`src/rtl/uart_rx_fifo_pkg.sv`:
```
// Shared sizing helpers and default thresholds for the UART RX FIFO.
// Imported by the RX top, its RAM and the testbench.
package uart_rx_fifo_pkg;

    localparam int DEF_DATA_WIDTH    = 8;
    localparam int DEF_FIFO_DEPTH    = 16;
    localparam int DEF_AEMPTY_THRESH = 1;

    function automatic int ptr_w(input int depth);
        return $clog2(depth);
    endfunction

    function automatic int lvl_w(input int depth);
        return $clog2(depth) + 1;
    endfunction

    function automatic int def_afull(input int depth);
        return depth - 2;
    endfunction

endpackage

```
`src/rtl/uart_rx_fifo_ram.sv`:
```
// Storage array for the RX FIFO.
// One synchronous write port, one asynchronous read port; contents never reset.
module uart_rx_fifo_ram
    import uart_rx_fifo_pkg::*;
#(
    parameter int DATA_WIDTH = DEF_DATA_WIDTH,
    parameter int FIFO_DEPTH = DEF_FIFO_DEPTH
) (
    input  logic                         CLKip,
    input  logic                         i_we,
    input  logic [ptr_w(FIFO_DEPTH)-1:0] i_waddr,
    input  logic [DATA_WIDTH-1:0]        i_wdata,
    input  logic [ptr_w(FIFO_DEPTH)-1:0] i_raddr,
    output logic [DATA_WIDTH-1:0]        o_rdata
);

    logic [DATA_WIDTH-1:0] r_mem [FIFO_DEPTH];

    // Store the incoming word at the write pointer
    always_ff @(posedge CLKip) begin
        if (i_we) r_mem[i_waddr] <= i_wdata;
    end

    assign o_rdata = r_mem[i_raddr];

endmodule

```
`src/rtl/uart_rx_fifo.sv`:
```
// Receive buffer between the UART byte output and the system consumer.
// Registered-read or fall-through output, thresholds, sticky error flags.
module uart_rx_fifo
    import uart_rx_fifo_pkg::*;
#(
    parameter int DATA_WIDTH    = DEF_DATA_WIDTH,
    parameter int FIFO_DEPTH    = DEF_FIFO_DEPTH,
    parameter int FWFT          = 0,
    parameter int AFULL_THRESH  = def_afull(FIFO_DEPTH),
    parameter int AEMPTY_THRESH = DEF_AEMPTY_THRESH
) (
    input  logic                         CLKip,
    input  logic                         RSTi,
    input  logic                         FLUSHi,
    input  logic                         CLRERRi,
    input  logic [DATA_WIDTH-1:0]        DATAi,
    input  logic                         WEi,
    output logic                         FULLo,
    output logic                         AFULLo,
    output logic                         OVFo,
    input  logic                         RDi,
    output logic [DATA_WIDTH-1:0]        DATAo,
    output logic                         EMPTYo,
    output logic                         AEMPTYo,
    output logic                         UDFo,
    output logic [lvl_w(FIFO_DEPTH)-1:0] LEVELo
);

    localparam int PW = ptr_w(FIFO_DEPTH);
    localparam int LW = lvl_w(FIFO_DEPTH);

    if (FIFO_DEPTH < 2 || (FIFO_DEPTH & (FIFO_DEPTH - 1)) != 0
        || DATA_WIDTH < 1 || (FWFT != 0 && FWFT != 1)
        || AFULL_THRESH < 1 || AFULL_THRESH > FIFO_DEPTH
        || AEMPTY_THRESH < 0 || AEMPTY_THRESH > FIFO_DEPTH - 1)
    begin : g_bad_params
        $error("uart_rx_fifo: illegal parameter combination");
    end

    logic [PW-1:0]         r_wr_ptr;
    logic [PW-1:0]         r_rd_ptr;
    logic [LW-1:0]         r_level;
    logic [DATA_WIDTH-1:0] r_dout;
    logic                  r_ovf;
    logic                  r_udf;

    logic                  w_empty;
    logic                  w_full;
    logic                  w_rd_ok;
    logic                  w_wr_ok;
    logic                  w_ram_we;
    logic [DATA_WIDTH-1:0] w_rdata;

    assign w_empty  = (r_level == '0);
    assign w_full   = (r_level == LW'(FIFO_DEPTH));
    assign w_rd_ok  = RDi && !w_empty;
    // A full FIFO still takes a write when the head leaves in the same cycle
    assign w_wr_ok  = WEi && (!w_full || w_rd_ok);
    assign w_ram_we = w_wr_ok && !FLUSHi;

    uart_rx_fifo_ram #(
        .DATA_WIDTH (DATA_WIDTH),
        .FIFO_DEPTH (FIFO_DEPTH)
    ) u_ram (
        .CLKip   (CLKip),
        .i_we    (w_ram_we),
        .i_waddr (r_wr_ptr),
        .i_wdata (DATAi),
        .i_raddr (r_rd_ptr),
        .o_rdata (w_rdata)
    );

    // Pointer and occupancy tracking; flush overrides same-cycle requests
    always_ff @(posedge CLKip or posedge RSTi) begin
        if (RSTi) begin
            r_wr_ptr <= '0;
            r_rd_ptr <= '0;
            r_level  <= '0;
        end else if (FLUSHi) begin
            r_wr_ptr <= '0;
            r_rd_ptr <= '0;
            r_level  <= '0;
        end else begin
            if (w_wr_ok) r_wr_ptr <= r_wr_ptr + PW'(1);
            if (w_rd_ok) r_rd_ptr <= r_rd_ptr + PW'(1);
            if (w_wr_ok && !w_rd_ok)
                r_level <= r_level + LW'(1);
            else if (w_rd_ok && !w_wr_ok)
                r_level <= r_level - LW'(1);
        end
    end

    // Registered read data, used when the output is not fall-through
    always_ff @(posedge CLKip or posedge RSTi) begin
        if (RSTi)
            r_dout <= '0;
        else if (FLUSHi)
            r_dout <= '0;
        else if (w_rd_ok)
            r_dout <= w_rdata;
    end

    // Sticky error flags; a new error in the clearing cycle survives
    always_ff @(posedge CLKip or posedge RSTi) begin
        if (RSTi) begin
            r_ovf <= 1'b0;
            r_udf <= 1'b0;
        end else begin
            r_ovf <= (r_ovf && !CLRERRi) || (!FLUSHi && WEi && !w_wr_ok);
            r_udf <= (r_udf && !CLRERRi) || (!FLUSHi && RDi && w_empty);
        end
    end

    assign FULLo   = w_full;
    assign EMPTYo  = w_empty;
    assign AFULLo  = (r_level >= LW'(AFULL_THRESH));
    assign AEMPTYo = (r_level <= LW'(AEMPTY_THRESH));
    assign OVFo    = r_ovf;
    assign UDFo    = r_udf;
    assign LEVELo  = r_level;
    assign DATAo   = (FWFT != 0) ? (w_empty ? '0 : w_rdata) : r_dout;

endmodule

```
`config.mk`:
```
export PLATFORM = sky130hd
export DESIGN_NAME = uart_rx_fifo
export DESIGN_NICKNAME = d
export VERILOG_FILES = /design/src/rtl/uart_rx_fifo_pkg.sv /design/src/rtl/uart_rx_fifo_ram.sv /design/src/rtl/uart_rx_fifo.sv
export SDC_FILE = /design/constraint.sdc
export NUM_CORES = 1
export LEC_CHECK = 0
export ABC_AREA = 1
export ABC_CLOCK_PERIOD_IN_PS = 2300
export CORE_MARGIN = 4
export CORE_UTILIZATION = 55
export CTS_CLUSTER_SIZE = 10
export DETAILED_ROUTE_END_ITERATION = 10
export DONT_BUFFER_PORTS = 1
export GPL_ROUTABILITY_DRIVEN = 0
export GPL_TIMING_DRIVEN = 1
export PLACE_DENSITY = 0.67
export SETUP_SLACK_MARGIN = 0.05
export SKIP_CTS_REPAIR_TIMING = 1
export SYNTH_ARGS = -nofsm -noshare
export SYNTH_HDL_FRONTEND = slang
export SYNTH_HIERARCHICAL = 1
export SYNTH_SLANG_ARGS = --single-unit
```
`constraint.sdc`:
```
create_clock -name CLKip -period 2.3 [get_ports CLKip]
set_input_delay 0.46 -clock CLKip [delete_from_list [all_inputs] [get_ports CLKip]]
set_output_delay 0.46 -clock CLKip [all_outputs]
set_load 0.02 [all_outputs]
```
# Word level (Yosys, flattened, before mapping)
# Memory sizes are Yosys's and may differ from the RTL's.
# Index checks and enable logic that the tools add are counted.
word_totals:
  ramBits: 128
  out_inout_bits: 19
  elab_cells: 49
  register_bits: 23
  in_bits: 14
  n_memories: 1
memory_table:
  columns: ["name", "words", "width", "rd", "rd_clocked_by_memory_dff", "write_ports", "line_no", "text"]
  rows:
  - ["u_ram.r_mem", 16, 8, 1, 0, 1, "uart_rx_fifo_ram.sv:17", "logic [DATA_WIDTH-1:0] r_mem [FIFO_DEPTH];"]
classes:
  n_addsub: 4
  mux: 11
  n_eq_ne: 1
  order_cmp: 2
  reduce_logical: 24
op_table:
  columns: ["cell", "count"]
  rows:
  - ["two-way mux 4 bit", 4]
  - ["two-way mux 8 bit", 2]
  - ["two-way mux 5 bit", 3]
  - ["logical AND 1 bit", 11]
  - ["adder 4 x 1 -> 4 bit, second input constant", 2]
  - ["logical NOT 1 bit", 6]
  - ["adder 5 x 1 -> 5 bit, second input constant", 1]
  - ["equality test 5 bit, second input constant", 1]
  - [">= comparator 5 x 4 -> 1 bit, second input constant", 1]
  - ["less-or-equal comparator 5 x 1 -> 1 bit, second input constant", 1]
  - ["logical NOT 5 bit", 1]
  - ["subtractor 5 x 1 -> 5 bit, second input constant", 1]
  - ["nonzero test 2 bit", 2]
  - ["logical OR 1 bit", 3]
  - ["nonzero test 3 bit", 1]
  - ["two-way mux 1 bit", 2]

# Longest topological paths before layout
depth:
  ltp_word: 10
  depth_mapped: 10
  ltp_nobuf: 10

# Hierarchy
# The synthesis kept the hierarchy.
by_module_without_submodules:
  columns: ["mod", "n_inst", "cells_per_inst", "seq_area_each_um2", "area_per_inst_um2"]
  rows:
  - ["uart_rx_fifo_ram", 1, 543, 3843.7, 5606.6]
  - ["uart_rx_fifo", 1, 165, 575.6, 1372.6]

# Worst setup path before layout
# OpenSTA, ideal clock, no wires.
synth_timing:
  kind: "register -> register"
  startpoint: "reg r_level[0] (netlist: LEVELo[0])"
  endpoint: "mem u_ram/r_mem[4][0] (netlist bit) (enable)"
  t_arrival_ps: 1854
  required_time_ps: 1930
  stages_incl_launch_ff: 8
  setup_slack_ps: 75
  n_path_buf: 0
  synth_period_minus_slack_ps: 2225
  setup_time_ps: 370
  path_cell_list: "dfrtp_1 > inv_1 > ha_1 > nand4_1 > nand3_1 > inv_1 > nand3b_1 > nor2_1"
synth_between:
  elab_chain_len: 8
  word_cells_on_any_way: 10
  cone_classes: "1 x eq/ne; 2 x mux; 7 x reduce/logical"
synth_lines:
  columns: ["element", "line_no", "text"]
  rows:
  - ["start: declaration", "uart_rx_fifo.sv:42", "logic [LW-1:0] r_level;"]
  - ["start signal: assignment", "uart_rx_fifo.sv:87", "r_level <= r_level + LW'(1);"]
  - ["start signal: assignment", "uart_rx_fifo.sv:89", "r_level <= r_level - LW'(1);"]
  - ["logical NOT 5 bit", "uart_rx_fifo.sv:54", "assign w_empty = (r_level == '0);"]
  - ["logical NOT 1 bit", "uart_rx_fifo.sv:56", "assign w_rd_ok = RDi && !w_empty;"]
  - ["logical AND 1 bit", "uart_rx_fifo.sv:56", null]
  - ["logical OR 1 bit *", "uart_rx_fifo.sv:58", "assign w_wr_ok = WEi && (!w_full || w_rd_ok);"]
  - ["logical AND 1 bit *", "uart_rx_fifo.sv:58", null]
  - ["logical AND 1 bit *", "uart_rx_fifo.sv:59", "assign w_ram_we = w_wr_ok && !FLUSHi;"]
  - ["via w_ram_we", "uart_rx_fifo.sv:51", "logic w_ram_we;"]
  - ["two-way mux 1 bit *", "uart_rx_fifo_ram.sv:21", "if (i_we) r_mem[i_waddr] <= i_wdata;"]
  - ["two-way mux 1 bit (not written as such) *", "uart_rx_fifo_ram.sv:21", null]
  - ["end: declaration", "uart_rx_fifo_ram.sv:17", null]
# The timed path passes the listed nets; every way through them passes the cells marked *.

# Worst setup path in the final report
layout_timing:
  startpoint: "reg r_level[0] (netlist: LEVELo[0])"
  endpoint: "out FULLo"
layout_between:
  elab_chain_len: 1
layout_lines:
  columns: ["element", "line_no", "text"]
  rows:
  - ["equality test 5 bit", "uart_rx_fifo.sv:55", "assign w_full = (r_level == LW'(FIFO_DEPTH));"]
  - ["end: declaration", "uart_rx_fifo.sv:18", "output logic FULLo,"]
# Every way passes these cells.

==> summary.txt <==
Floorplanning
  • Die width: roughly 120 µm
  • IO Count: 33
  • Initial Util: 57.2%
  • Core Footprint: 0.0122 mm²
  • Die footprint: 0.0146 mm²
  • Row count: 40
  • Die height: 121 µm

Synthesis
  • Mapped Nets: between 700 and 800
  • Post-synth EDFFs: 128
  • Netlist cell types: 33
  • Dominant synthesized flop cell: edfxtp_1
  • Simple-gate area share of the yosys netlist: around a quarter
  • Synthesized flop and latch total: 151
  • Post-synth top cells: 220 x nand2_1, 128 x edfxtp_1, 115 x inv_1
  • FFs w/ async S/R, synth: between 10% and 20%
  • Cell area after synthesis: 0.00698 mm²
  • Synth Instances: 708
  • Multiplexer share of the synthesized area: 0%
  • Most frequent cell after synthesis: nand2_1
  • Xor and xnor fraction of the mapped netlist area: 0.627%
  • Combinational family with the most area after synthesis: simple AND/OR/NAND/NOR gates
  • Post-synth top area cell: edfxtp_1
  • Sequential share of the synthesized area: between 60 and 70%
  • Synth area leaders: edfxtp_1 55%, nand2_1 12%, dfrtp_1 8.2%, nand3_1 8.2%, inv_1 6.2%
  • Synth top area share: a little under three fifths
  • Compound-Gate Fraction of Synth Area: 1.52%
  • Synth warn: 6
  • Mean post-synth cell area: 9.86 µm²
  • Post-Synth Adder-Cell Area: 1.25%

Clocking
  • Root Driver: clkbuf_16
  • Skew-Pair Late Insertion Delay: 0.42 ns
  • Clock Pin Slew Worst Setup and Hold Paths: 0.06 ns
  • Clk sinks: 151
  • CTS H-tree lvls: 4
  • CTS buffer count: 17
  • Clock buffer depth: 2
  • CTS tree: yes

Critical path
  • Worst setup EP type: primary output
  • Reg2reg end: u_ram/r_mem[12][5]
  • CP required: 1.84 ns
  • Critical path class: flip-flop to primary output
  • Worst EP arrival: 1.58 ns
  • R2R cell count: 8
  • R2R Path Start: LEVELo[0]
  • Crit path max fanout: 5
  • FF-to-FF setup slack: 0.28 ns
  • Crit path launch type: flip-flop

Hold path
  • Hold Path Sink: u_ram/r_mem[2][2]
  • Hold Crit Class: input pin to flip-flop
  • Hold Path Depth: 0
  • Hold Path Origin: DATAi[2]

Route
  • Wire per inst: 17.5 µm
  • Initial DRT Pass Iterations: 6
  • DRT antenna net count: 0
  • Initial DRC count: 480
  • Final WL: 15900 µm
  • Via count: 4772
  • Post-route DRC: 0
  • Vias per Instance: 5.25

Timing
  • Final hold viol count: 0
  • Worst slew pin tran: roughly 0.57 ns
  • Slew headroom: 62.0%
  • Pins Over Slew Limit: 0
  • Final setup TNS: 0 ns
  • Final min period: approximately 2.0 ns
  • Crit share post-route: 88.5%
  • Setup WS post-layout: 0.264 ns
  • Worst Skew: 0.00882 ns
  • Unrepaired setup endpoints after global routing: false
  • Top achievable clock speed: about 0.49 GHz
  • Setup violators final: 0

Pwr
  • Max rail drop VDD: 0.000722 V
  • Leak: 3.44 nW
  • PD cells: 1060 mW/mm²

Place
  • Placed cell count: 876
  • Port bufs: 0
  • Post-Place Setup Slack: 0.248 ns
  • Final HPWL DP: between 10000 and 15000 µm

Global routing
  • Pin count of the biggest net entering global routing: 36
  • Vias in the first global route: 4582
  • Total Routing Usage GR: 23.1%
  • Total grt overflow: 0
  • Initial antenna violation count: 0
  • Global-route wire length before repair: 24900 µm

Status
  • Status: complete, no violations

Job
  • Max Cap Viol: 0

Cells and area
  • Total Nets Final: 749
  • P&R area growth vs syn: 11.1%
  • Layout Cells excl Fill: just over 900
  • Inserted Diodes: 0
  • Layout Utilization: 63.5%
  • Layout cells sized above 1: 9.99%
## worst max path at each step
| stage | cells after the start | slack, ns | from | endpoint |
|---|---|---|---|---|
| 6_report | 4 | 0.26 | LEVELo[0] | FULLo |
| 4_1_cts | 8 | 0.23 | LEVELo[0] | u_ram/r_mem[9][6] |
| 2_1_floorplan | 7 | 0.08 | LEVELo[0] | u_ram/r_mem[4][0] |
| 5_1_grt | 8 | 0.11 | LEVELo[0] | u_ram/r_mem[9][4] |
| 3_5_place_dp | 8 | 0.25 | LEVELo[0] | u_ram/r_mem[12][3] |
| 3_3_place_gp | 8 | 0.29 | LEVELo[0] | u_ram/r_mem[14][4] |
## through the flow
stage | instance area, µm² | hold slack (ns) | total power, mW
detailed placement | 7220 | 0.376 | 5.81
global placement | 7220 | 0.343 | 5.77
finish | 7750 | 0.134 | 8.22
global route | 7750 | 0.111 | 8.66
floorplan | 6980 | 0.452 | 5.28
CTS | 7740 | -0.0695 | 8.23
## where the power goes
| part | switching, mW | leakage [nW] | total (mW) | internal [mW] |
|---|---|---|---|---|
| logic | 1.72 | 1.72 | 2.50 | 0.772 |
| registers | 0.184 | 1.46 | 3.30 | 3.12 |
| clock network | 0.971 | 0.259 | 2.42 | 1.45 |
| total | 2.88 | 3.44 | 8.22 | 5.34 |
## final cells by class
cell class | instances | area [µm²]
clock buffers | 27 | 493
clock inverters | 5 | 25.0
fillers | 1013 | 4460
inverters | 121 | 454
multi-input cells | 406 | 1900
flip-flops and latches | 151 | 4420
well taps | 168 | 210
repair buffers | 31 | 248
## flip-flops by register name, indices dropped and copies added, names as in the netlist
name	count
u_ram/r_mem	128
DATAo	8
LEVELo	5
r_rd_ptr	4
r_wr_ptr	4
OVFo	1
UDFo	1
## logic make-up (layout without fill, tap and decap cells)
kind of cell / count (synthesis) / in the layout
and+or+nand+nor: 377 / 377
DFF: 151 / 151
AOI/OAI and AO/OA: 17 / 17
xor gates and xnor gates: 5 / 5
buffers and inverters: 151 / 184
adders and majority gates: 7 / 7
## layer usage
layer | part of all wire [%] | global-route usage, %
met1 | 43 | 31.6
met2 | 47 | 35.3
met3 | 7.7 | 6.92
met4 | 2.4 | 8.07
met5 | 0 | 0
## cell usage in the layout, fill, tap and decap left out, types with 2 or more instances in the layout
master     netlist  routed
nand2_2          2       2
xor2_1           2       2
edfxtp_1       128     128
nand4_1          5       5
nand2_4          3       3
a21oi_1          4       4
dfrtp_1         23      22
nor3_1           2       2
nor2_1          23      23
nand3_4          2       2
ha_1             7       7
inv_2            4       5
inv_1          115     114
nand3_1        114     114
clkbuf_1         1       7
nand2_1        220     220
clkinv_1         2       2
nand3b_1         3       3
xnor2_1          3       3
o21ai_0          5       5
clkbuf_16        0      17
clkbuf_8         0       3
clkinv_2         0       5
buf_4            5      29
o21ai_2          3       3
## worst max-delay path: stages (launching register included)
cell and delay (ns):
dfrtp_1 0.37, inv_1 0.14, ha_1 0.28, nand3_2 0.17, inv_1 0.19
Note: power is estimated with default switching activity, not from simulation.
